==> src/rtl/ul_div_pkg.sv <==
// Shared definitions for the sequential restoring divider: FSM states,
// legal quotient-bits-per-cycle values and the iteration-counter width helper.
package ul_div_pkg;

  typedef enum logic [1:0] {
    ST_IDLE  = 2'd0,
    ST_CALC  = 2'd1,
    ST_FIXUP = 2'd2,
    ST_DONE  = 2'd3
  } state_e;

  localparam int BPC_SINGLE = 1;
  localparam int BPC_DOUBLE = 2;

  function automatic int cnt_width(input int iterations);
    return $clog2(iterations + 1);
  endfunction

endpackage

==> src/rtl/ul_div_seq_if.sv <==
// Request/result bundle of ul_div_seq; the sgn field exists only when
// UL_DIV_SEQ_SIGNED_EN is defined.
interface ul_div_seq_if #(
  parameter int DIVIDEND_WIDTH = 22,
  parameter int DIVISOR_WIDTH  = 11
);

  logic                      start;
  logic                      abort;
  logic [DIVIDEND_WIDTH-1:0] dividend;
  logic [DIVISOR_WIDTH-1:0]  divisor;
`ifdef UL_DIV_SEQ_SIGNED_EN
  logic                      sgn;
`endif
  logic                      busy;
  logic                      done;
  logic                      dbz;
  logic [DIVIDEND_WIDTH-1:0] quotient;
  logic [DIVISOR_WIDTH-1:0]  remainder;

`ifdef UL_DIV_SEQ_SIGNED_EN
  modport master (output start, abort, dividend, divisor, sgn,
                  input  busy, done, dbz, quotient, remainder);
  modport slave  (input  start, abort, dividend, divisor, sgn,
                  output busy, done, dbz, quotient, remainder);
`else
  modport master (output start, abort, dividend, divisor,
                  input  busy, done, dbz, quotient, remainder);
  modport slave  (input  start, abort, dividend, divisor,
                  output busy, done, dbz, quotient, remainder);
`endif

endinterface

==> src/rtl/ul_div_step.sv <==
// One combinational restoring-division step: shift in one dividend bit,
// subtract the divisor when the padded remainder is large enough.
module ul_div_step #(
  parameter int DIVISOR_WIDTH = 11
) (
  input  logic [DIVISOR_WIDTH-1:0] rem_i,
  input  logic                     bit_i,
  input  logic [DIVISOR_WIDTH-1:0] divisor_i,
  output logic [DIVISOR_WIDTH-1:0] rem_o,
  output logic                     q_o
);

  logic [DIVISOR_WIDTH:0] pad;

  assign pad = {rem_i, bit_i};
  assign q_o = (pad >= {1'b0, divisor_i});
  // When q_o is set the difference is below the divisor, so the low bits hold it exactly
  assign rem_o = q_o ? (pad[DIVISOR_WIDTH-1:0] - divisor_i) : pad[DIVISOR_WIDTH-1:0];

endmodule

==> src/rtl/ul_div_seq.sv <==
// Multi-cycle restoring divider, 1 or 2 quotient bits per clock.
// Define UL_DIV_SEQ_SIGNED_EN for two's-complement operation (adds sgn and a FIXUP state).
module ul_div_seq
  import ul_div_pkg::*;
#(
  parameter int DIVIDEND_WIDTH = 22,
  parameter int DIVISOR_WIDTH  = 11,
  parameter int BITS_PER_CYCLE = 1
) (
  input logic          clk,
  input logic          rst,
  ul_div_seq_if.slave  bus
);

  localparam int DW = DIVIDEND_WIDTH;
  localparam int VW = DIVISOR_WIDTH;
  localparam int BPC = BITS_PER_CYCLE;
  localparam int N = DW / BPC;
  localparam int CW = cnt_width(N);
  localparam logic [CW-1:0] CNT_LAST = CW'(N - 1);

  if (BPC != BPC_SINGLE && BPC != BPC_DOUBLE) begin : g_bad_bpc
    $error("ul_div_seq: BITS_PER_CYCLE must be 1 or 2");
  end
  if ((DW % BPC) != 0 || DW <= BPC) begin : g_bad_dw
    $error("ul_div_seq: DIVIDEND_WIDTH must be a multiple of BITS_PER_CYCLE");
  end
  if (VW > DW) begin : g_bad_vw
    $error("ul_div_seq: DIVISOR_WIDTH must not exceed DIVIDEND_WIDTH");
  end

  state_e          state_q, state_d;
  logic [CW-1:0]   cnt_q, cnt_d;
  logic [VW-1:0]   rem_q, rem_d;
  logic [DW-1:0]   dvd_q, dvd_d;
  logic [VW-1:0]   dvs_q, dvs_d;
  logic [DW-1:0]   quo_q, quo_d;
  logic [VW-1:0]   rmd_q, rmd_d;
  logic            dbz_q, dbz_d;
  logic [DW-1:0]   dvd_mag;
  logic [VW-1:0]   dvs_mag;
`ifdef UL_DIV_SEQ_SIGNED_EN
  logic            negq_q, negq_d;
  logic            negr_q, negr_d;
`endif

  // dvd_q shifts left each iteration: dividend bits leave at the top, quotient bits enter at the bottom
  logic [VW-1:0]   rem_chain [BPC+1];
  logic [BPC-1:0]  qbits;

  assign rem_chain[0] = rem_q;

  for (genvar k = 0; k < BPC; k++) begin : g_step
    ul_div_step #(.DIVISOR_WIDTH(VW)) u_step (
      .rem_i     (rem_chain[k]),
      .bit_i     (dvd_q[DW-1-k]),
      .divisor_i (dvs_q),
      .rem_o     (rem_chain[k+1]),
      .q_o       (qbits[BPC-1-k])
    );
  end

`ifdef UL_DIV_SEQ_SIGNED_EN
  assign dvd_mag = (bus.sgn && bus.dividend[DW-1]) ? -bus.dividend : bus.dividend;
  assign dvs_mag = (bus.sgn && bus.divisor[VW-1])  ? -bus.divisor  : bus.divisor;
`else
  assign dvd_mag = bus.dividend;
  assign dvs_mag = bus.divisor;
`endif

  always_comb begin
    state_d = state_q;
    cnt_d   = cnt_q;
    rem_d   = rem_q;
    dvd_d   = dvd_q;
    dvs_d   = dvs_q;
    quo_d   = quo_q;
    rmd_d   = rmd_q;
    dbz_d   = dbz_q;
`ifdef UL_DIV_SEQ_SIGNED_EN
    negq_d  = negq_q;
    negr_d  = negr_q;
`endif
    case (state_q)
      ST_IDLE: begin
        if (bus.start) begin
          dvd_d = dvd_mag;
          dvs_d = dvs_mag;
          rem_d = '0;
          cnt_d = '0;
`ifdef UL_DIV_SEQ_SIGNED_EN
          negq_d = bus.sgn && (bus.dividend[DW-1] ^ bus.divisor[VW-1]);
          negr_d = bus.sgn && bus.dividend[DW-1];
`endif
          if (bus.divisor == '0) begin
            state_d = ST_DONE;
            quo_d   = '1;
            rmd_d   = '0;
            dbz_d   = 1'b1;
          end else begin
            state_d = ST_CALC;
          end
        end
      end
      ST_CALC: begin
        if (bus.abort) begin
          state_d = ST_IDLE;
        end else begin
          rem_d = rem_chain[BPC];
          dvd_d = {dvd_q[DW-BPC-1:0], qbits};
          cnt_d = cnt_q + CW'(1);
          if (cnt_q == CNT_LAST) begin
`ifdef UL_DIV_SEQ_SIGNED_EN
            state_d = ST_FIXUP;
`else
            state_d = ST_DONE;
            quo_d   = dvd_d;
            rmd_d   = rem_d;
            dbz_d   = 1'b0;
`endif
          end
        end
      end
`ifdef UL_DIV_SEQ_SIGNED_EN
      ST_FIXUP: begin
        if (bus.abort) begin
          state_d = ST_IDLE;
        end else begin
          state_d = ST_DONE;
          quo_d   = negq_q ? -dvd_q : dvd_q;
          rmd_d   = negr_q ? -rem_q : rem_q;
          dbz_d   = 1'b0;
        end
      end
`endif
      ST_DONE: state_d = ST_IDLE;
      default: state_d = ST_IDLE;
    endcase
  end

  always_ff @(posedge clk) begin
    if (rst) begin
      state_q <= ST_IDLE;
      cnt_q   <= '0;
      rem_q   <= '0;
      dvd_q   <= '0;
      dvs_q   <= '0;
      quo_q   <= '0;
      rmd_q   <= '0;
      dbz_q   <= 1'b0;
`ifdef UL_DIV_SEQ_SIGNED_EN
      negq_q  <= 1'b0;
      negr_q  <= 1'b0;
`endif
    end else begin
      state_q <= state_d;
      cnt_q   <= cnt_d;
      rem_q   <= rem_d;
      dvd_q   <= dvd_d;
      dvs_q   <= dvs_d;
      quo_q   <= quo_d;
      rmd_q   <= rmd_d;
      dbz_q   <= dbz_d;
`ifdef UL_DIV_SEQ_SIGNED_EN
      negq_q  <= negq_d;
      negr_q  <= negr_d;
`endif
    end
  end

  assign bus.busy      = (state_q == ST_CALC) || (state_q == ST_FIXUP);
  assign bus.done      = (state_q == ST_DONE);
  assign bus.dbz       = dbz_q;
  assign bus.quotient  = quo_q;
  assign bus.remainder = rmd_q;

endmodule

==> src/flat_wrapper.sv <==
// flat-port wrapper written by rule: the top's interface ports become plain ports
module ul_div_seq_flat import ul_div_pkg::*;
#(
  parameter int DIVIDEND_WIDTH = 22,
  parameter int DIVISOR_WIDTH  = 11,
  parameter int BITS_PER_CYCLE = 1
)
  (clk, rst, bus_start, bus_abort, bus_dividend, bus_divisor, bus_busy, bus_done, bus_dbz, bus_quotient, bus_remainder);
  ul_div_seq_if #(.DIVIDEND_WIDTH(DIVIDEND_WIDTH), .DIVISOR_WIDTH(DIVISOR_WIDTH)) bus_i ();
  input logic clk;
  input logic rst;
  input wire logic [$bits(bus_i.start)-1:0] bus_start;
  input wire logic [$bits(bus_i.abort)-1:0] bus_abort;
  input wire logic [$bits(bus_i.dividend)-1:0] bus_dividend;
  input wire logic [$bits(bus_i.divisor)-1:0] bus_divisor;
  output wire logic [$bits(bus_i.busy)-1:0] bus_busy;
  output wire logic [$bits(bus_i.done)-1:0] bus_done;
  output wire logic [$bits(bus_i.dbz)-1:0] bus_dbz;
  output wire logic [$bits(bus_i.quotient)-1:0] bus_quotient;
  output wire logic [$bits(bus_i.remainder)-1:0] bus_remainder;
  assign bus_i.start = bus_start;
  assign bus_i.abort = bus_abort;
  assign bus_i.dividend = bus_dividend;
  assign bus_i.divisor = bus_divisor;
  assign bus_busy = bus_i.busy;
  assign bus_done = bus_i.done;
  assign bus_dbz = bus_i.dbz;
  assign bus_quotient = bus_i.quotient;
  assign bus_remainder = bus_i.remainder;
  ul_div_seq #(.DIVIDEND_WIDTH(DIVIDEND_WIDTH), .DIVISOR_WIDTH(DIVISOR_WIDTH), .BITS_PER_CYCLE(BITS_PER_CYCLE)) u_core (.clk(clk), .rst(rst), .bus(bus_i));
endmodule
==> config.mk <==
export PLATFORM = sky130hd
export DESIGN_NAME = ul_div_seq_flat
export DESIGN_NICKNAME = d
export VERILOG_FILES = /design/src/rtl/ul_div_pkg.sv /design/src/rtl/ul_div_seq_if.sv /design/src/rtl/ul_div_step.sv /design/src/rtl/ul_div_seq.sv /design/src/flat_wrapper.sv
export SDC_FILE = /design/constraint.sdc
export NUM_CORES = 1
export LEC_CHECK = 0
export BUFFER_PORTS_ARGS = -buffer_cell sky130_fd_sc_hd__buf_2
export CAP_MARGIN = 20
export CELL_PAD_IN_SITES_DETAIL_PLACEMENT = 1
export CELL_PAD_IN_SITES_GLOBAL_PLACEMENT = 1
export CORE_ASPECT_RATIO = 1.2
export CORE_MARGIN = 8
export CORE_UTILIZATION = 28
export CTS_CLUSTER_DIAMETER = 100
export DETAILED_ROUTE_END_ITERATION = 16
export GPL_TIMING_DRIVEN = 0
export PLACE_DENSITY = 0.67
export SYNTH_ARGS = -nofsm -noshare
export SYNTH_HDL_FRONTEND = slang
export SYNTH_SLANG_ARGS = --single-unit
==> constraint.sdc <==
create_clock -name clk -period 2.43 [get_ports clk]
set_clock_uncertainty 0.05 [all_clocks]
set_input_delay 0.243 -clock clk [delete_from_list [all_inputs] [get_ports clk]]
set_output_delay 0.243 -clock clk [all_outputs]
set_load 0.02 [all_outputs]
# [Yosys cells after proc, flatten, opt, wreduce, memory -nomap -nowiden]
# Index checks and enable logic that the tools add are counted.
[classes] add_sub_neg=2 magnitude_cmp=1 eq_ne=9 n_mux=30 n_reduce_logical=8
[ops] cell="22-bit two-way mux" count=6
[ops] cell="22-bit case mux with 2 select lines" count=2
[ops] cell="11-bit two-way mux" count=7
[ops] cell="11-bit case mux with 2 select lines" count=2
[ops] cell="12-bit by 11-bit >= comparator with 1-bit output" count=1
[ops] cell="11-bit logical NOT" count=1
[ops] cell="11-bit subtractor" count=1
[ops] cell="5-bit two-way mux" count=2
[ops] cell="5-bit case mux with 2 select lines" count=1
[ops] cell="2-bit two-way mux" count=4
[ops] cell="5-bit by 1-bit adder with 5-bit output (second input constant)" count=1
[ops] cell="5-bit equality test (second input constant)" count=1
[ops] cell="5-bit AND reduction" count=1
[ops] cell="2-bit equality test (second input constant)" count=2
[ops] cell="1-bit two-way mux" count=4
[ops] cell="2-bit by 1-bit inequality test with 1-bit output (second input constant)" count=2
[ops] cell="2-bit inequality test (second input constant)" count=2
[ops] cell="2-bit case mux with 2 select lines" count=1
[ops] cell="2-bit AND reduction" count=2
[ops] cell="3-bit by 2-bit inequality test with 1-bit output (second input constant)" count=1
[ops] cell="3-bit AND reduction" count=1
[ops] cell="2-bit by 1-bit equality test with 1-bit output (second input constant)" count=1
[ops] cell="2-bit logical NOT" count=1
[ops] cell="1-bit case mux with 2 select lines" count=1
[ops] cell="2 further kinds" count=2
[word_totals] regBits=85 in_bits=37 output_inout_bits=36 word_cells=58

# [Logic depth before layout (Yosys ltp)]
[depth] ltp_word=5 ltp_mapped=11 depth_no_buf=10

# [By module]
# Synthesis repeated with hierarchy kept, for this count alone.
[hier_totals] cells_unflattened=520 hier_area_um2=4466.8
[modules_own_cells] mod="ul_div_seq" instances=1 cells_per_inst=410 area_per_inst_um2=3712.3 seq_area_each_um2=1701.6
[modules_own_cells] mod="ul_div_step" instances=1 cells_per_inst=110 area_per_inst_um2=754.5 seq_area_each_um2=0.0

# [Least setup slack after synthesis]
# Ideal clock, no wire load.
[synth_timing] path_type="reg-to-reg" from="reg u_core.dvd_q[21]" to="reg u_core.rem_q[1]" setup_time_ns=0.117 t_arrival_ns=2.126 required_time_ns=2.263 setup_slack_ns=0.136 stages_incl_launch_ff=11 n_path_buf=1 period_less_slack_ns=2.294 path_cell_list="dfxtp_1 -> inv_1 -> ha_1 -> inv_1 -> fa_1 -> nand3_1 -> a311oi_1 -> a211o_1 -> buf_4 -> mux2_2 -> a32o_1"
[synth_between] elab_chain_cells=4 elab_cells_between_ends=5 cone_classes="add/sub (1); order compare (1); mux (3)"
[synth_lines] element="from (decl)" line_no="ul_div_seq.sv:35" text="logic [DW-1:0] dvd_q, dvd_d;"
[synth_lines] element="from (signal assigned)" line_no="ul_div_seq.sv:159" text="dvd_q <= dvd_d;"
[synth_lines] element="11-bit subtractor / 12-bit by 11-bit >= comparator with 1-bit output (equally long branches)" line_no="ul_div_step.sv:18, ul_div_step.sv:16"
[synth_lines] element="11-bit two-way mux *" line_no="ul_div_step.sv:18" text="assign rem_o = q_o ? (pad[DIVISOR_WIDTH-1:0] - divisor_i) : pad[DIVISOR_WIDTH-1:0];"
[synth_lines] element="11-bit two-way mux *" line_no="ul_div_seq.sv:106" text="if (bus.abort) begin"
[synth_lines] element="11-bit case mux with 2 select lines *" line_no="ul_div_seq.sv:84" text="case (state_q)"
[synth_lines] element="to (signal assigned)" line_no="ul_div_seq.sv:158" text="rem_q <= rem_d;"
[synth_lines] element="to (decl)" line_no="ul_div_seq.sv:34" text="logic [VW-1:0] rem_q, rem_d;"
# Mark *: on every way between the ends. The rest lies on a longest branch, timed or not. The select of a mux whose other input is x is not followed.
# A chain may end at the register's enable or synchronous reset.

# [Worst setup path after layout]
# Same ends and word-level chain as after synthesis.

==> summary.txt <==
Floorplanning
  • Initial core utilization: 28.4%
  • Row count: 49
  • Die area: 19300 µm²
  • Die height: 151 µm
  • Die W: 128 µm
  • Core area: 14900 µm²
  • Boundary Pins: 73

Detailed routing
  • Avg Vias per Cell: 4.93
  • First-pass DRT Iterations: 4
  • Avg WL per Cell: 17.1 µm
  • Routed Wire Length: 13400 µm
  • Antenna Nets Post-Route: 0
  • DR vias: 3855
  • Drt first-iter violations: 139
  • Drt drc: 0

Finish
  • Layout area overhead: 27.8%
  • Antenna Cells: 0
  • Share of layout cells above drive strength 1: 28.2%
  • Core Util, Final: 36.3%
  • Final instance area: 5400 µm²
  • Non-filler instance count after layout: 782
  • Layout net count: 627
  • Fill count: 1768

Timing
  • Max-slew violations: 0
  • Hold slack: 0.0847 ns
  • Final hold vios: 0
  • Setup ws final: 0.0457 ns
  • Peak Freq: 0.419 GHz
  • Final setup viols: 0
  • Worst slew margin: 50.6%
  • Tcrit/Tclk final: 98.1%
  • Slew of the pin with the lowest slew margin: 0.742 ns
  • Minimum clock period after layout: 2.38 ns
  • Setup TNS: 0 ns

Synth
  • Synth Instances: 483
  • Dominant cell type by area after synthesis: dfxtp_1
  • Area contributors post-synth: dfxtp_1, a311oi_2, nor2_1
  • Share of the synthesized area in the top cell type: 40.2%
  • Synth Cell Area: 4230 µm²
  • Most frequent cells after synthesis: dfxtp_1, nor2_1, nand2_1, inv_1, a211oi_1
  • Mapped Nets: 537
  • Ys async rst share: 0%
  • Sequential fraction of the synthesis area: 40.2%
  • Post-synthesis register bit count: 85
  • Synth warnings: 0
  • Most common cell in the netlist: dfxtp_1
  • Avg Cell Area, Syn: 8.76 µm²
  • Top_reg_cell synth: dfxtp_1
  • Library cells used by synthesis: 46
  • Post-synth EDFFs: 0

Clock network
  • CTS max path bufs: 2
  • CTS Buf Count: 9
  • Clock Tree Root: clkbuf_16
  • Reg clk slew, reported paths: 0.07 ns
  • Hold_buf cts: 0
  • Skew-Pair Late Insertion Delay: 0.35 ns
  • CTS sink cnt: 85
  • Number of H-tree levels: 3
  • TritonCTS clock tree: done

Placed design
  • Placed instance count: 759
  • Pre-CTS WS: -0.330 ns
  • HPWL after DPL: 10300 µm
  • Port bufs: 72
  • RD Place Congestion: 0.822
  • Placed Area: 4840 µm²

Global route
  • Vias in the first global route: 4064
  • Pin count of the biggest net entering global routing: 15
  • First-pass GRT wire length: 21100 µm
  • Initial antenna violation count: 0
  • GRT Total Usage: 14.0%
  • Global route total overflow: 0

Setup path
  • Worst stage delay on the critical path: 0.37 ns
  • Reg-to-Reg Start: u_core.dvd_q[21]$_SDFFE_PP0P_
  • Worst reg2reg path depth: 10
  • FF-to-FF End: u_core.rem_q[1]$_SDFFE_PP0P_
  • Crit-path most repeated cell: inv_2
  • Crit path capture type: register
  • Required time of the critical path: 2.62 ns
  • CP max FO: 6
  • Setup CP Type: register to register
  • Worst-path cell chain: inv_2 > ha_2 > inv_2 > fa_2 > nand3_4 > a311oi_2 > a211o_1 > buf_6 > mux2_4 > a32o_1
  • Crit-path slowest cell: fa_2
  • R2r setup slk: 0.05 ns
  • Worst Setup Start Kind: register
  • Worst EP arrival: 2.58 ns

Flow run
  • Max-cap violations: 0

Hold path
  • HP Start: bus_divisor[4]
  • Hold Crit Depth: 3
  • Hold EP: u_core.dvs_q[4]$_SDFFE_PP0P_
  • Tightest Hold Check Type: input pin to register

Power and ir drop
  • Pwr/cell area: 1260 nW/µm²
  • P_leak: 2.18 nW
  • Maximum vdd drop: 0.381 mV
  • Power, Total: 6.78 mW

Outcome
  • Outcome: finished clean
==> sequential cells by signal (all words and copies together) (netlist names) <==
name,flops
u_core.bus.dbz,1
u_core.bus.quotient,22
u_core.bus.remainder,11
u_core.cnt_q,5
u_core.dvd_q,22
u_core.dvs_q,11
u_core.rem_q,11
u_core.state_q,2
==> final cells by class <==
| class | instances | area [µm²] | area share [%] |
|---|---|---|---|
| well taps | 204 | 255 | 4.72 |
| plain buffers | 34 | 196 | 3.64 |
| flip-flops and latches | 85 | 1710 | 31.6 |
| clock buffers | 10 | 239 | 4.42 |
| multi-input cells | 326 | 2330 | 43.1 |
| clock inverters | 6 | 110 | 2.04 |
| repair buffers | 79 | 425 | 7.87 |
| inverters | 38 | 143 | 2.64 |
==> worst max-delay path by stage <==
stage	start	to	slack, ns	cells past startpoint
6_report	u_core.dvd_q[21]$_SDFFE_PP0P_	u_core.rem_q[1]$_SDFFE_PP0P_	0.05	10
2_1_floorplan	u_core.dvd_q[21]$_SDFFE_PP0P_	u_core.rem_q[1]$_SDFFE_PP0P_	0.14	10
3_3_place_gp	u_core.state_q[0]$_SDFFE_PP0P_	u_core.dvd_q[20]$_SDFFE_PP0P_	-0.23	7
5_1_grt	u_core.dvd_q[21]$_SDFFE_PP0P_	u_core.rem_q[6]$_SDFFE_PP0P_	-0.02	11
3_5_place_dp	u_core.state_q[0]$_SDFFE_PP0P_	u_core.rem_q[6]$_SDFFE_PP0P_	-0.33	7
4_1_cts	u_core.dvd_q[21]$_SDFFE_PP0P_	u_core.rem_q[1]$_SDFFE_PP0P_	0.002	10
==> metal layers <==
| layer | global-route usage [%] | part of all wire [%] | up-vias |
|---|---|---|---|
| li1 | - | - | 1878 |
| met4 | 7.92 | 3.1 | 0 |
| met3 | 2.59 | 4.3 | 29 |
| met5 | 0 | 0 | - |
| met1 | 15.6 | 43 | 1856 |
| met2 | 24.5 | 50 | 92 |
==> critical path, delay by kind of cell, from the launching register on <==
family	cells	cell delay, ns
compound gates	3	0.68
fa+ha+maj	2	0.56
flops	1	0.33
mux	1	0.31
buf+inv	3	0.25
simple gates	1	0.09
==> placed cells by master (no fill, tap or decap), types with 4 or more instances in the layout <==
| master | n |
|---|---|
| nor2b_1 | 4 |
| o21ai_1 | 6 |
| xor2_1 | 6 |
| nor2_1 | 72 |
| clkbuf_2 | 10 |
| buf_4 | 10 |
| clkbuf_1 | 12 |
| buf_6 | 5 |
| a21oi_1 | 26 |
| and2_1 | 5 |
| nand4_1 | 5 |
| o21ai_0 | 5 |
| nand2_1 | 46 |
| inv_1 | 36 |
| dfxtp_1 | 82 |
| a211oi_1 | 33 |
| clkbuf_16 | 9 |
| a311oi_2 | 21 |
| ha_1 | 9 |
| ha_2 | 5 |
| buf_2 | 75 |
| a31oi_2 | 5 |
| and3_1 | 6 |
| mux2i_1 | 24 |
==> repair_timing <==
| action | 4_1_cts | 5_1_grt |
|---|---|---|
| buffers inserted | 4 | 3 |
| gates resized for setup | 17 | 32 |
| setup endpoints to repair | 66 | 70 |
| pin swaps | 3 | 7 |
| cloned | 0 | 0 |
==> logic make-up after synthesis <==
group | Yosys count | share of synthesized area, %
xor+xnor | 9 | 1.86
flops | 85 | 40.2
buf+inv | 72 | 7.34
simple gates | 153 | 15.6
mux | 26 | 6.18
compound gates | 121 | 23.6
fa+ha+maj | 17 | 5.21
==> power by group <==
group,leakage (nW),internal [mW],switching (mW)
Sequential,0.698,1.72,0.233
Combinational,1.32,1.28,1.91
Clock,0.165,1.03,0.614
(Power assumes the default switching activity.)
